$ cat src/rtl/sm4_pkg.sv
// ============================================================================
// sm4_pkg : shared constants, types and helpers for the SM4 key schedule
// Rev 1.0
// ============================================================================
`default_nettype none

package sm4_pkg;

   localparam int         NROUNDS = 32;
   localparam logic [7:0] CK_STEP = 8'd28;

   localparam logic [31:0] FK0 = 32'hA3B1BAC6;
   localparam logic [31:0] FK1 = 32'h56AA3350;
   localparam logic [31:0] FK2 = 32'h677D9197;
   localparam logic [31:0] FK3 = 32'hB27022DC;
   localparam logic [31:0] CK0 = 32'h00070E15;

   typedef logic [31:0] word_t;
   typedef logic [4:0]  round_t;

   typedef enum logic [0:0] {
      IDLE = 1'b0,
      RUN  = 1'b1
   } state_t;

   localparam logic [7:0] SBOX [256] = '{
      8'hd6, 8'h90, 8'he9, 8'hfe, 8'hcc, 8'he1, 8'h3d, 8'hb7, 8'h16, 8'hb6, 8'h14, 8'hc2, 8'h28, 8'hfb, 8'h2c, 8'h05,
      8'h2b, 8'h67, 8'h9a, 8'h76, 8'h2a, 8'hbe, 8'h04, 8'hc3, 8'haa, 8'h44, 8'h13, 8'h26, 8'h49, 8'h86, 8'h06, 8'h99,
      8'h9c, 8'h42, 8'h50, 8'hf4, 8'h91, 8'hef, 8'h98, 8'h7a, 8'h33, 8'h54, 8'h0b, 8'h43, 8'hed, 8'hcf, 8'hac, 8'h62,
      8'he4, 8'hb3, 8'h1c, 8'ha9, 8'hc9, 8'h08, 8'he8, 8'h95, 8'h80, 8'hdf, 8'h94, 8'hfa, 8'h75, 8'h8f, 8'h3f, 8'ha6,
      8'h47, 8'h07, 8'ha7, 8'hfc, 8'hf3, 8'h73, 8'h17, 8'hba, 8'h83, 8'h59, 8'h3c, 8'h19, 8'he6, 8'h85, 8'h4f, 8'ha8,
      8'h68, 8'h6b, 8'h81, 8'hb2, 8'h71, 8'h64, 8'hda, 8'h8b, 8'hf8, 8'heb, 8'h0f, 8'h4b, 8'h70, 8'h56, 8'h9d, 8'h35,
      8'h1e, 8'h24, 8'h0e, 8'h5e, 8'h63, 8'h58, 8'hd1, 8'ha2, 8'h25, 8'h22, 8'h7c, 8'h3b, 8'h01, 8'h21, 8'h78, 8'h87,
      8'hd4, 8'h00, 8'h46, 8'h57, 8'h9f, 8'hd3, 8'h27, 8'h52, 8'h4c, 8'h36, 8'h02, 8'he7, 8'ha0, 8'hc4, 8'hc8, 8'h9e,
      8'hea, 8'hbf, 8'h8a, 8'hd2, 8'h40, 8'hc7, 8'h38, 8'hb5, 8'ha3, 8'hf7, 8'hf2, 8'hce, 8'hf9, 8'h61, 8'h15, 8'ha1,
      8'he0, 8'hae, 8'h5d, 8'ha4, 8'h9b, 8'h34, 8'h1a, 8'h55, 8'had, 8'h93, 8'h32, 8'h30, 8'hf5, 8'h8c, 8'hb1, 8'he3,
      8'h1d, 8'hf6, 8'he2, 8'h2e, 8'h82, 8'h66, 8'hca, 8'h60, 8'hc0, 8'h29, 8'h23, 8'hab, 8'h0d, 8'h53, 8'h4e, 8'h6f,
      8'hd5, 8'hdb, 8'h37, 8'h45, 8'hde, 8'hfd, 8'h8e, 8'h2f, 8'h03, 8'hff, 8'h6a, 8'h72, 8'h6d, 8'h6c, 8'h5b, 8'h51,
      8'h8d, 8'h1b, 8'haf, 8'h92, 8'hbb, 8'hdd, 8'hbc, 8'h7f, 8'h11, 8'hd9, 8'h5c, 8'h41, 8'h1f, 8'h10, 8'h5a, 8'hd8,
      8'h0a, 8'hc1, 8'h31, 8'h88, 8'ha5, 8'hcd, 8'h7b, 8'hbd, 8'h2d, 8'h74, 8'hd0, 8'h12, 8'hb8, 8'he5, 8'hb4, 8'hb0,
      8'h89, 8'h69, 8'h97, 8'h4a, 8'h0c, 8'h96, 8'h77, 8'h7e, 8'h65, 8'hb9, 8'hf1, 8'h09, 8'hc5, 8'h6e, 8'hc6, 8'h84,
      8'h18, 8'hf0, 8'h7d, 8'hec, 8'h3a, 8'hdc, 8'h4d, 8'h20, 8'h79, 8'hee, 8'h5f, 8'h3e, 8'hd7, 8'hcb, 8'h39, 8'h48
   };

   // Each CK byte advances independently; no carry crosses a byte boundary.
   function automatic word_t ck_advance(input word_t ck);
      word_t r;
      for (int j = 0; j < 4; j++) begin
         r[8*j +: 8] = ck[8*j +: 8] + CK_STEP;
      end
      return r;
   endfunction

endpackage

`default_nettype wire

$ cat src/rtl/sm4_key_schedule_frk.sv
// ============================================================================
// Frk_function : combinational SM4 key round, rk = K0 ^ T'(K1^K2^K3^CK)
// Rev 1.0
// ============================================================================
`default_nettype none

module Trk_synchange
   import sm4_pkg::*;
(
   input  logic [31:0] i_x,
   output logic [31:0] o_y
);

   word_t w_b;

   assign w_b = {SBOX[i_x[31:24]], SBOX[i_x[23:16]], SBOX[i_x[15:8]], SBOX[i_x[7:0]]};

   // Key-schedule linear layer L': B ^ (B <<< 13) ^ (B <<< 23)
   assign o_y = w_b ^ {w_b[18:0], w_b[31:19]} ^ {w_b[8:0], w_b[31:9]};

endmodule

module Frk_function
   import sm4_pkg::*;
(
   input  logic [31:0] i_k0,
   input  logic [31:0] i_k1,
   input  logic [31:0] i_k2,
   input  logic [31:0] i_k3,
   input  logic [31:0] i_ck,
   output logic [31:0] o_rk
);

   word_t w_t_in;
   word_t w_t_out;

   assign w_t_in = i_k1 ^ i_k2 ^ i_k3 ^ i_ck;

   Trk_synchange u_trk (
      .i_x (w_t_in),
      .o_y (w_t_out)
   );

   assign o_rk = i_k0 ^ w_t_out;

endmodule

`default_nettype wire

$ cat src/rtl/sm4_key_schedule.sv
// ============================================================================
// sm4_key_schedule : sequential SM4 key expansion with 32-entry round-key store
// Rev 1.0
// ============================================================================
`default_nettype none

module sm4_key_schedule
   import sm4_pkg::*;
(
   input  logic         clk,
   input  logic         rst_n,
   input  logic         start,
   input  logic [0:127] mk,
   output logic         busy,
   output logic         rk_valid,
   output logic [0:31]  rk_out,
   output logic [4:0]   rk_idx,
   output logic         done,
   output logic         key_ready,
   input  logic [4:0]   rk_rd_idx,
   output logic [0:31]  rk_rd_data
);

   state_t r_state;
   state_t w_state_nxt;
   logic   w_accept;
   logic   w_last;

   word_t  r_k0;
   word_t  r_k1;
   word_t  r_k2;
   word_t  r_k3;
   word_t  r_ck;
   round_t r_round;

   word_t  r_rk_out;
   round_t r_rk_idx;
   logic   r_rk_valid;
   logic   r_done;
   logic   r_key_ready;

   word_t  r_store [NROUNDS];
   word_t  w_rk;

   Frk_function u_frk (
      .i_k0 (r_k0),
      .i_k1 (r_k1),
      .i_k2 (r_k2),
      .i_k3 (r_k3),
      .i_ck (r_ck),
      .o_rk (w_rk)
   );

   always_ff @(posedge clk or negedge rst_n) begin
      if (!rst_n) begin
         r_state <= IDLE;
      end else begin
         r_state <= w_state_nxt;
      end
   end

   always_comb begin
      w_state_nxt = r_state;
      w_accept    = 1'b0;
      w_last      = 1'b0;
      case (r_state)
         IDLE: begin
            if (start) begin
               w_accept    = 1'b1;
               w_state_nxt = RUN;
            end
         end
         RUN: begin
            if (r_round == round_t'(NROUNDS - 1)) begin
               w_last      = 1'b1;
               w_state_nxt = IDLE;
            end
         end
         default: w_state_nxt = IDLE;
      endcase
   end

   always_ff @(posedge clk or negedge rst_n) begin
      if (!rst_n) begin
         r_k0        <= '0;
         r_k1        <= '0;
         r_k2        <= '0;
         r_k3        <= '0;
         r_ck        <= '0;
         r_round     <= '0;
         r_rk_out    <= '0;
         r_rk_idx    <= '0;
         r_rk_valid  <= 1'b0;
         r_done      <= 1'b0;
         r_key_ready <= 1'b0;
      end else begin
         r_rk_valid <= 1'b0;
         r_done     <= 1'b0;
         if (w_accept) begin
            r_k0        <= mk[0:31]   ^ FK0;
            r_k1        <= mk[32:63]  ^ FK1;
            r_k2        <= mk[64:95]  ^ FK2;
            r_k3        <= mk[96:127] ^ FK3;
            r_ck        <= CK0;
            r_round     <= '0;
            r_key_ready <= 1'b0;
         end else if (r_state == RUN) begin
            // Sliding window: the fresh round key enters as the newest word.
            r_k0       <= r_k1;
            r_k1       <= r_k2;
            r_k2       <= r_k3;
            r_k3       <= w_rk;
            r_ck       <= ck_advance(r_ck);
            r_round    <= r_round + 5'd1;
            r_rk_out   <= w_rk;
            r_rk_idx   <= r_round;
            r_rk_valid <= 1'b1;
            if (w_last) begin
               r_done      <= 1'b1;
               r_key_ready <= 1'b1;
            end
         end
      end
   end

   always_ff @(posedge clk or negedge rst_n) begin
      if (!rst_n) begin
         for (int i = 0; i < NROUNDS; i++) begin
            r_store[i] <= '0;
         end
      end else if (r_state == RUN) begin
         r_store[r_round] <= w_rk;
      end
   end

   assign busy       = (r_state == RUN);
   assign rk_valid   = r_rk_valid;
   assign rk_out     = r_rk_out;
   assign rk_idx     = r_rk_idx;
   assign done       = r_done;
   assign key_ready  = r_key_ready;
   assign rk_rd_data = r_store[rk_rd_idx];

endmodule

`default_nettype wire

$ cat config.mk
export PLATFORM = sky130hd
export DESIGN_NAME = sm4_key_schedule
export DESIGN_NICKNAME = d
export VERILOG_FILES = /design/src/rtl/sm4_pkg.sv /design/src/rtl/sm4_key_schedule_frk.sv /design/src/rtl/sm4_key_schedule.sv
export SDC_FILE = /design/constraint.sdc
export NUM_CORES = 2
export LEC_CHECK = 0
export CAP_MARGIN = 20
export CORE_ASPECT_RATIO = 0.7
export CORE_UTILIZATION = 59
export CTS_CLUSTER_SIZE = 30
export DETAILED_ROUTE_END_ITERATION = 10
export DONT_BUFFER_PORTS = 1
export HOLD_SLACK_MARGIN = 0.05
export PLACE_DENSITY = 0.79
export REMOVE_ABC_BUFFERS = 1
export SLEW_MARGIN = 40
export SYNTH_ARGS = -nofsm -noshare
export SYNTH_HDL_FRONTEND = slang
export SYNTH_SLANG_ARGS = --single-unit
export TNS_END_PERCENT = 10
$ cat constraint.sdc
create_clock -name clk -period 11 [get_ports clk]
set_input_delay 2.2 -clock clk [delete_from_list [all_inputs] [get_ports clk]]
set_output_delay 2.2 -clock clk [all_outputs]
set_load 0.005 [all_outputs]
After elaboration in Yosys (flattened, before gate mapping)
Memories as Yosys holds them, arrays and structs flattened.
Cells that the tools add are included.
{"block": "op_classes", "n_lt_le_gt_ge": 7, "eq_ne": 1, "n_addsub": 5, "n_bitwise": 18, "n_reduce_logical": 5, "muxes": 40}
{"cell": "$bwmux W1024", "count": 1}
{"cell": "$mux W32", "count": 13}
{"cell": "$xor A32 B32 Y32", "count": 6}
{"cell": "$bmux W32 S5", "count": 1}
{"cell": "$demux W32 S5", "count": 1}
{"cell": "$mux W8", "count": 8}
{"cell": "$ge A9 B9 Y1 const B", "count": 4}
{"cell": "$not A8 Y9", "count": 4}
{"cell": "$add A8 B5 Y8 const B", "count": 4}
{"cell": "$not A14 Y14", "count": 2}
{"cell": "$not A19 Y19", "count": 1}
{"cell": "$not A17 Y17", "count": 1}
{"cell": "$mux W1", "count": 13}
{"cell": "$ge A6 B6 Y1 const B", "count": 2}
{"cell": "$not A5 Y6", "count": 2}
{"cell": "$mux W5", "count": 2}
{"cell": "$lt A6 B1 Y1 const B", "count": 1}
{"cell": "$add A5 B1 Y5 const B", "count": 1}
{"cell": "$eq A5 B5 Y1 const B", "count": 1}
{"cell": "$reduce_and A2 Y1", "count": 2}
{"cell": "$reduce_bool A2 Y1", "count": 2}
{"cell": "$not A1 Y1", "count": 2}
{"cell": "$pmux W1 S2", "count": 1}
{"cell": "$logic_and A1 B1 Y1", "count": 1}
{"block": "totals", "mem_bits_ro": 8192, "n_memories": 4, "inputBits": 136, "output_inout_bits": 73, "regBits": 1230}
{"name": "(no name shown)", "words": 256, "width": 8, "read_ports": 1, "rd_clocked_by_memory_dff": 0, "write_ports": 0, "line_no": "sm4_key_schedule_frk.sv:16", "rtl": "assign w_b = {SBOX[i_x[31:24]], SBOX[i_x[23:16]], SBOX[i_x[15:8]], SBOX[i_x[7:0]]};"}
{"name": "(no name shown)", "words": 256, "width": 8, "read_ports": 1, "rd_clocked_by_memory_dff": 0, "write_ports": 0, "line_no": "sm4_key_schedule_frk.sv:16"}
{"name": "(no name shown)", "words": 256, "width": 8, "read_ports": 1, "rd_clocked_by_memory_dff": 0, "write_ports": 0, "line_no": "sm4_key_schedule_frk.sv:16"}
{"name": "(no name shown)", "words": 256, "width": 8, "read_ports": 1, "rd_clocked_by_memory_dff": 0, "write_ports": 0, "line_no": "sm4_key_schedule_frk.sv:16"}

Depth between registers and ports, before layout
{"block": "logic_depth", "word_depth": 12, "ltp_mapped": 20}

Cells and area by module
A second synthesis with hierarchy kept.
{"block": "unflattened", "cells_unflattened": 6743, "hier_area_um2": 70526.4}
{"mod": "sm4_key_schedule", "area_each_um2": 55677.1, "cells_each": 4349, "instances": 1}
{"mod": "Trk_synchange", "area_each_um2": 13728.2, "cells_each": 2266, "instances": 1}
{"mod": "Frk_function", "area_each_um2": 1121.1, "cells_each": 128, "instances": 1}

Worst setup path before layout
No wires, ideal clock.
{"block": "synth_timing", "path_kind": "input port to output port", "startpoint": "in rk_rd_idx[0]", "endpoint": "out rk_rd_data[0] in the netlist's numbering", "arrival_time_ns": 4.614, "path_slack_ns": 4.186, "required_time_ns": 8.800, "stages": 6, "cell_sequence": "clkbuf_1 buf_1 buf_1 mux4_2 mux4_2 mux2_2"}
{"block": "synth_via", "elab_chain_len": 4}
{"element": "from (decl)", "line_no": "sm4_key_schedule.sv:20", "rtl": "input logic [4:0] rk_rd_idx,"}
{"element": "$not A5 Y6 (implied by the code)", "line_no": "sm4_key_schedule.sv:142", "rtl": "assign rk_rd_data = r_store[rk_rd_idx];"}
{"element": "$bmux W32 S5", "line_no": "sm4_key_schedule.sv:142"}
{"element": "$mux W32 (implied by the code) (2 in series)", "line_no": "sm4_key_schedule.sv:142"}
{"element": "to (decl)", "line_no": "sm4_key_schedule.sv:21", "rtl": "output logic [0:31] rk_rd_data"}
Every way passes these cells. The select of a mux whose other input is x is not followed.

Worst setup path in the final report
{"block": "layout_timing", "startpoint": "in rk_rd_idx[0]", "endpoint": "out rk_rd_data[31] in the netlist's numbering"}
Same word-level chain as after synthesis.

==> results.yml <==
cells_and_area:
  postLayoutCoreUtil_pct: 64.5
  drive_gt1_share_pct: 13.7
  nets: 6902
  fill_cells: 8829
  fin_cells: 8332
  syn_to_final_growth_pct: 7.82
clock_network:
  cts_buffers: 112
  ctsHtreeMaxLevel: 3
  clock_sinks: 1223
  post_cts_buffers: 0
  clk_path_buf_depth: 3
  root_buffer: "clkbuf_16"
  hold_buffers: 0
  clk_pin_slew_worst_paths_ns: 0.07
  tritoncts: "done"
  insertion_delay_ns: 0.77
  cts_resized: 0
global_route:
  antenna_found_initial: 3
  overflow: 0
  grt_util_met3_pct: 14.5
  grt_pass1_vias: 57472
  track_usage_pct: 40.8
  grtUsageMet2_pct: 57.4
  grt_busiest_layer: "met1"
  grt_max_degree: 257
  grtUsageMet1_pct: 58.1
  grt_pass1_wl_um: 359000
synth:
  synth_seq_cells: 1223
  seq_area_frac_synth_pct: 45.2
  syn_area_sq_um: 67800
  synth_top_area_share_pct: 45.2
  ys_types: 98
  async_flop_share_pct: 100
  synth_area_per_cell_sq_um: 9.49
  synth.largest_area_cell: "dfrtp_1"
  ys_warn_count: 0
  synth_cells: 7144
  synth_area_leaders: "dfrtp_1, mux4_2, o21ai_0"
  synth_flop_cell: "dfrtp_1"
  synth_common_cells: "nand2_1, o21ai_0, dfrtp_1, clkbuf_1, mux4_2"
  synth-edff-count: 0
  synthMostInstantiatedCell: "nand2_1"
placed_design:
  port_buffers: 0
  pre_cts_slack_ns: 4.90
  dpl.cell_count: 8118
  dpl.hpwl_um: 141000
  gp_congestion: 1.06
floorplan:
  io_pins: 209
  initial_core_util_pct: 59.8
  die_area_sq_um: 116000
  die_x_um: 407
  core_sq_um: 113000
  rows: 103
  dieHeight_um: 286
timing:
  hold_viol: 0
  fin_skew_ns: 0.0716
  slew_violations: 0
  rsz0062_at_grt: "false"
  min_period_ns: 7.48
  setup_viol_count_final: 0
  final.period_utilization_pct: 68.0
  tightest_slew_ns: 1.21
  fin_ws_ns: 3.52
  relSlewSlack_pct: 19.1
  max_freq_ghz: 0.134
  fin_setup_tns_ns: 0
worst_setup_path:
  worstPathMaxFanout: 77
  worst_path_max_delay_cell: "mux4_2"
  required_ns: 8.80
  critical-path-max-stage-delay_ns: 0.59
  path_delay_family: "multiplexers"
  startpoint_type: "input pin"
  worst-path-buf-inv: 3
  arrival_ns: 5.28
  path_cells: "buf_16 > buf_16 > buf_16 > mux4_2 > mux4_2 > mux2_2"
  path_common_cell: "buf_16"
  path_class: "in -> out"
  end_kind: "primary output"
route:
  drc: 0
  ant_nets: 0
  vias: 58759
  wire_per_inst_um: 28.5
  firstDrtPassIters: 9
  viasPerCell: 7.05
  detail_route.iter0.violations: 9381
  wl_um: 237000
hold_path:
  hold_path.class: "reg -> reg"
job:
  cap_violations: 0
outcome:
  outcome: "completed"
-- stage by stage --
stage                     area, sq um  hold WS [ns]
after floorplan                 64900         0.440
after global placement          68700         0.455
after detailed placement        69100         0.462
after CTS                       72900         0.478
after global routing            73100         0.488
final                           73100         0.475
-- path summary, 6_finish.rpt --
kind,from,cells past startpoint,to,slack [ns]
worst max register to register,r_k1[25]$_DFFE_PN0P_,15,r_store[805]$_DFFE_PN0P_,4.96
worst min register to register,r_store[388]$_DFFE_PN0P_,2,r_store[388]$_DFFE_PN0P_,0.48
worst max-delay path,rk_rd_idx[0],6,rk_rd_data[31],3.52
min in group asynchronous,rst_n,0,r_store[604]$_DFFE_PN0P_,1.14
worst min-delay path,r_store[388]$_DFFE_PN0P_,2,r_store[388]$_DFFE_PN0P_,0.48
max in group asynchronous,rst_n,4,r_store[333]$_DFFE_PN0P_,7.61
-- logic make-up (layout without fill, tap and decap cells) --
| kind of cell | count (synthesis) | after routing | share of synthesized area (%) |
|---|---|---|---|
| AO/OA/AOI/OAI | 2170 | 2170 | 19.1 |
| adder cells (fa/ha/maj) | 51 | 51 | 0.942 |
| buffers and inverters | 768 | 431 | 4.58 |
| AND/OR/NAND/NOR | 2194 | 2194 | 13.1 |
| multiplexers | 519 | 519 | 14.0 |
| flip-flops | 1223 | 1223 | 45.2 |
| other | 0 | 3 | 0 |
| XOR/XNOR | 219 | 219 | 3.11 |
-- flip-flops by register name, summed over array words and instances, names as in the netlist --
signal and count:
r_store 1024, r_k0 32, r_k1 32, r_k2 32, r_k3 32, rk_out 32
r_ck 25, r_round 5, rk_idx 5, busy 1, done 1, key_ready 1
rk_valid 1
-- worst register-to-register path, cell delays in order (launching register included) --
cell and delay, ns:
dfrtp_1 0.42, xor2_1 0.20, xnor2_2 0.16, buf_4 0.25
inv_2 0.49, ha_1 0.84, nand2_1 0.27, a31oi_1 0.31
a2111oi_0 0.14, a2111oi_1 0.85, nand4b_1 0.64, xor2_1 0.34
xnor2_1 0.27, xnor2_2 0.14, buf_4 0.35, o21ai_0 0.21
-- routing by layer --
| metal | share of wire, % | wire (um) | vias up |
|---|---|---|---|
| li1 | - | - | 24719 |
| met1 | 39 | 92600 | 28980 |
| met2 | 43 | 101000 | 4287 |
| met3 | 14 | 33800 | 769 |
| met4 | 4.1 | 9720 | 4 |
| met5 | 0.010 | 24 | - |
-- layout by cell type, fill, tap and decap left out, drive strengths merged, types with 14 or more instances in the layout --
cell	count
a2111oi	27
a211o	14
a211oi	68
a21o	15
a21oi	241
a221oi	30
a311oi	51
a31oi	65
buf	170
clkbuf	150
clkinv	34
dfrtp	1223
ha	51
inv	57
mux2	78
mux2i	108
mux4	333
nand2	1580
nand2b	19
nand3	97
nand3b	16
nor2	278
nor2b	14
nor3	92
o2111ai	21
o211ai	68
o21ai	1321
o221ai	24
o22ai	25
o311ai	45
o31ai	19
or3	24
xnor2	132
xor2	80
-- layout make-up --
| class | count | area, sq um | area share (%) |
|---|---|---|---|
| Antenna cell | 3 | 7.51 | 0.0103 |
| Sequential cell | 1223 | 30600 | 41.9 |
| Clock buffer | 150 | 3110 | 4.25 |
| Tap cell | 1522 | 1900 | 2.61 |
| Multi-Input combinational cell | 5153 | 34800 | 47.7 |
| Inverter | 55 | 206 | 0.283 |
| Timing Repair Buffer | 170 | 1730 | 2.36 |
| Clock inverter | 56 | 674 | 0.923 |
Power is not shown: default switching activity piles up to over one toggle a cycle in this logic, so the estimate is an artifact.
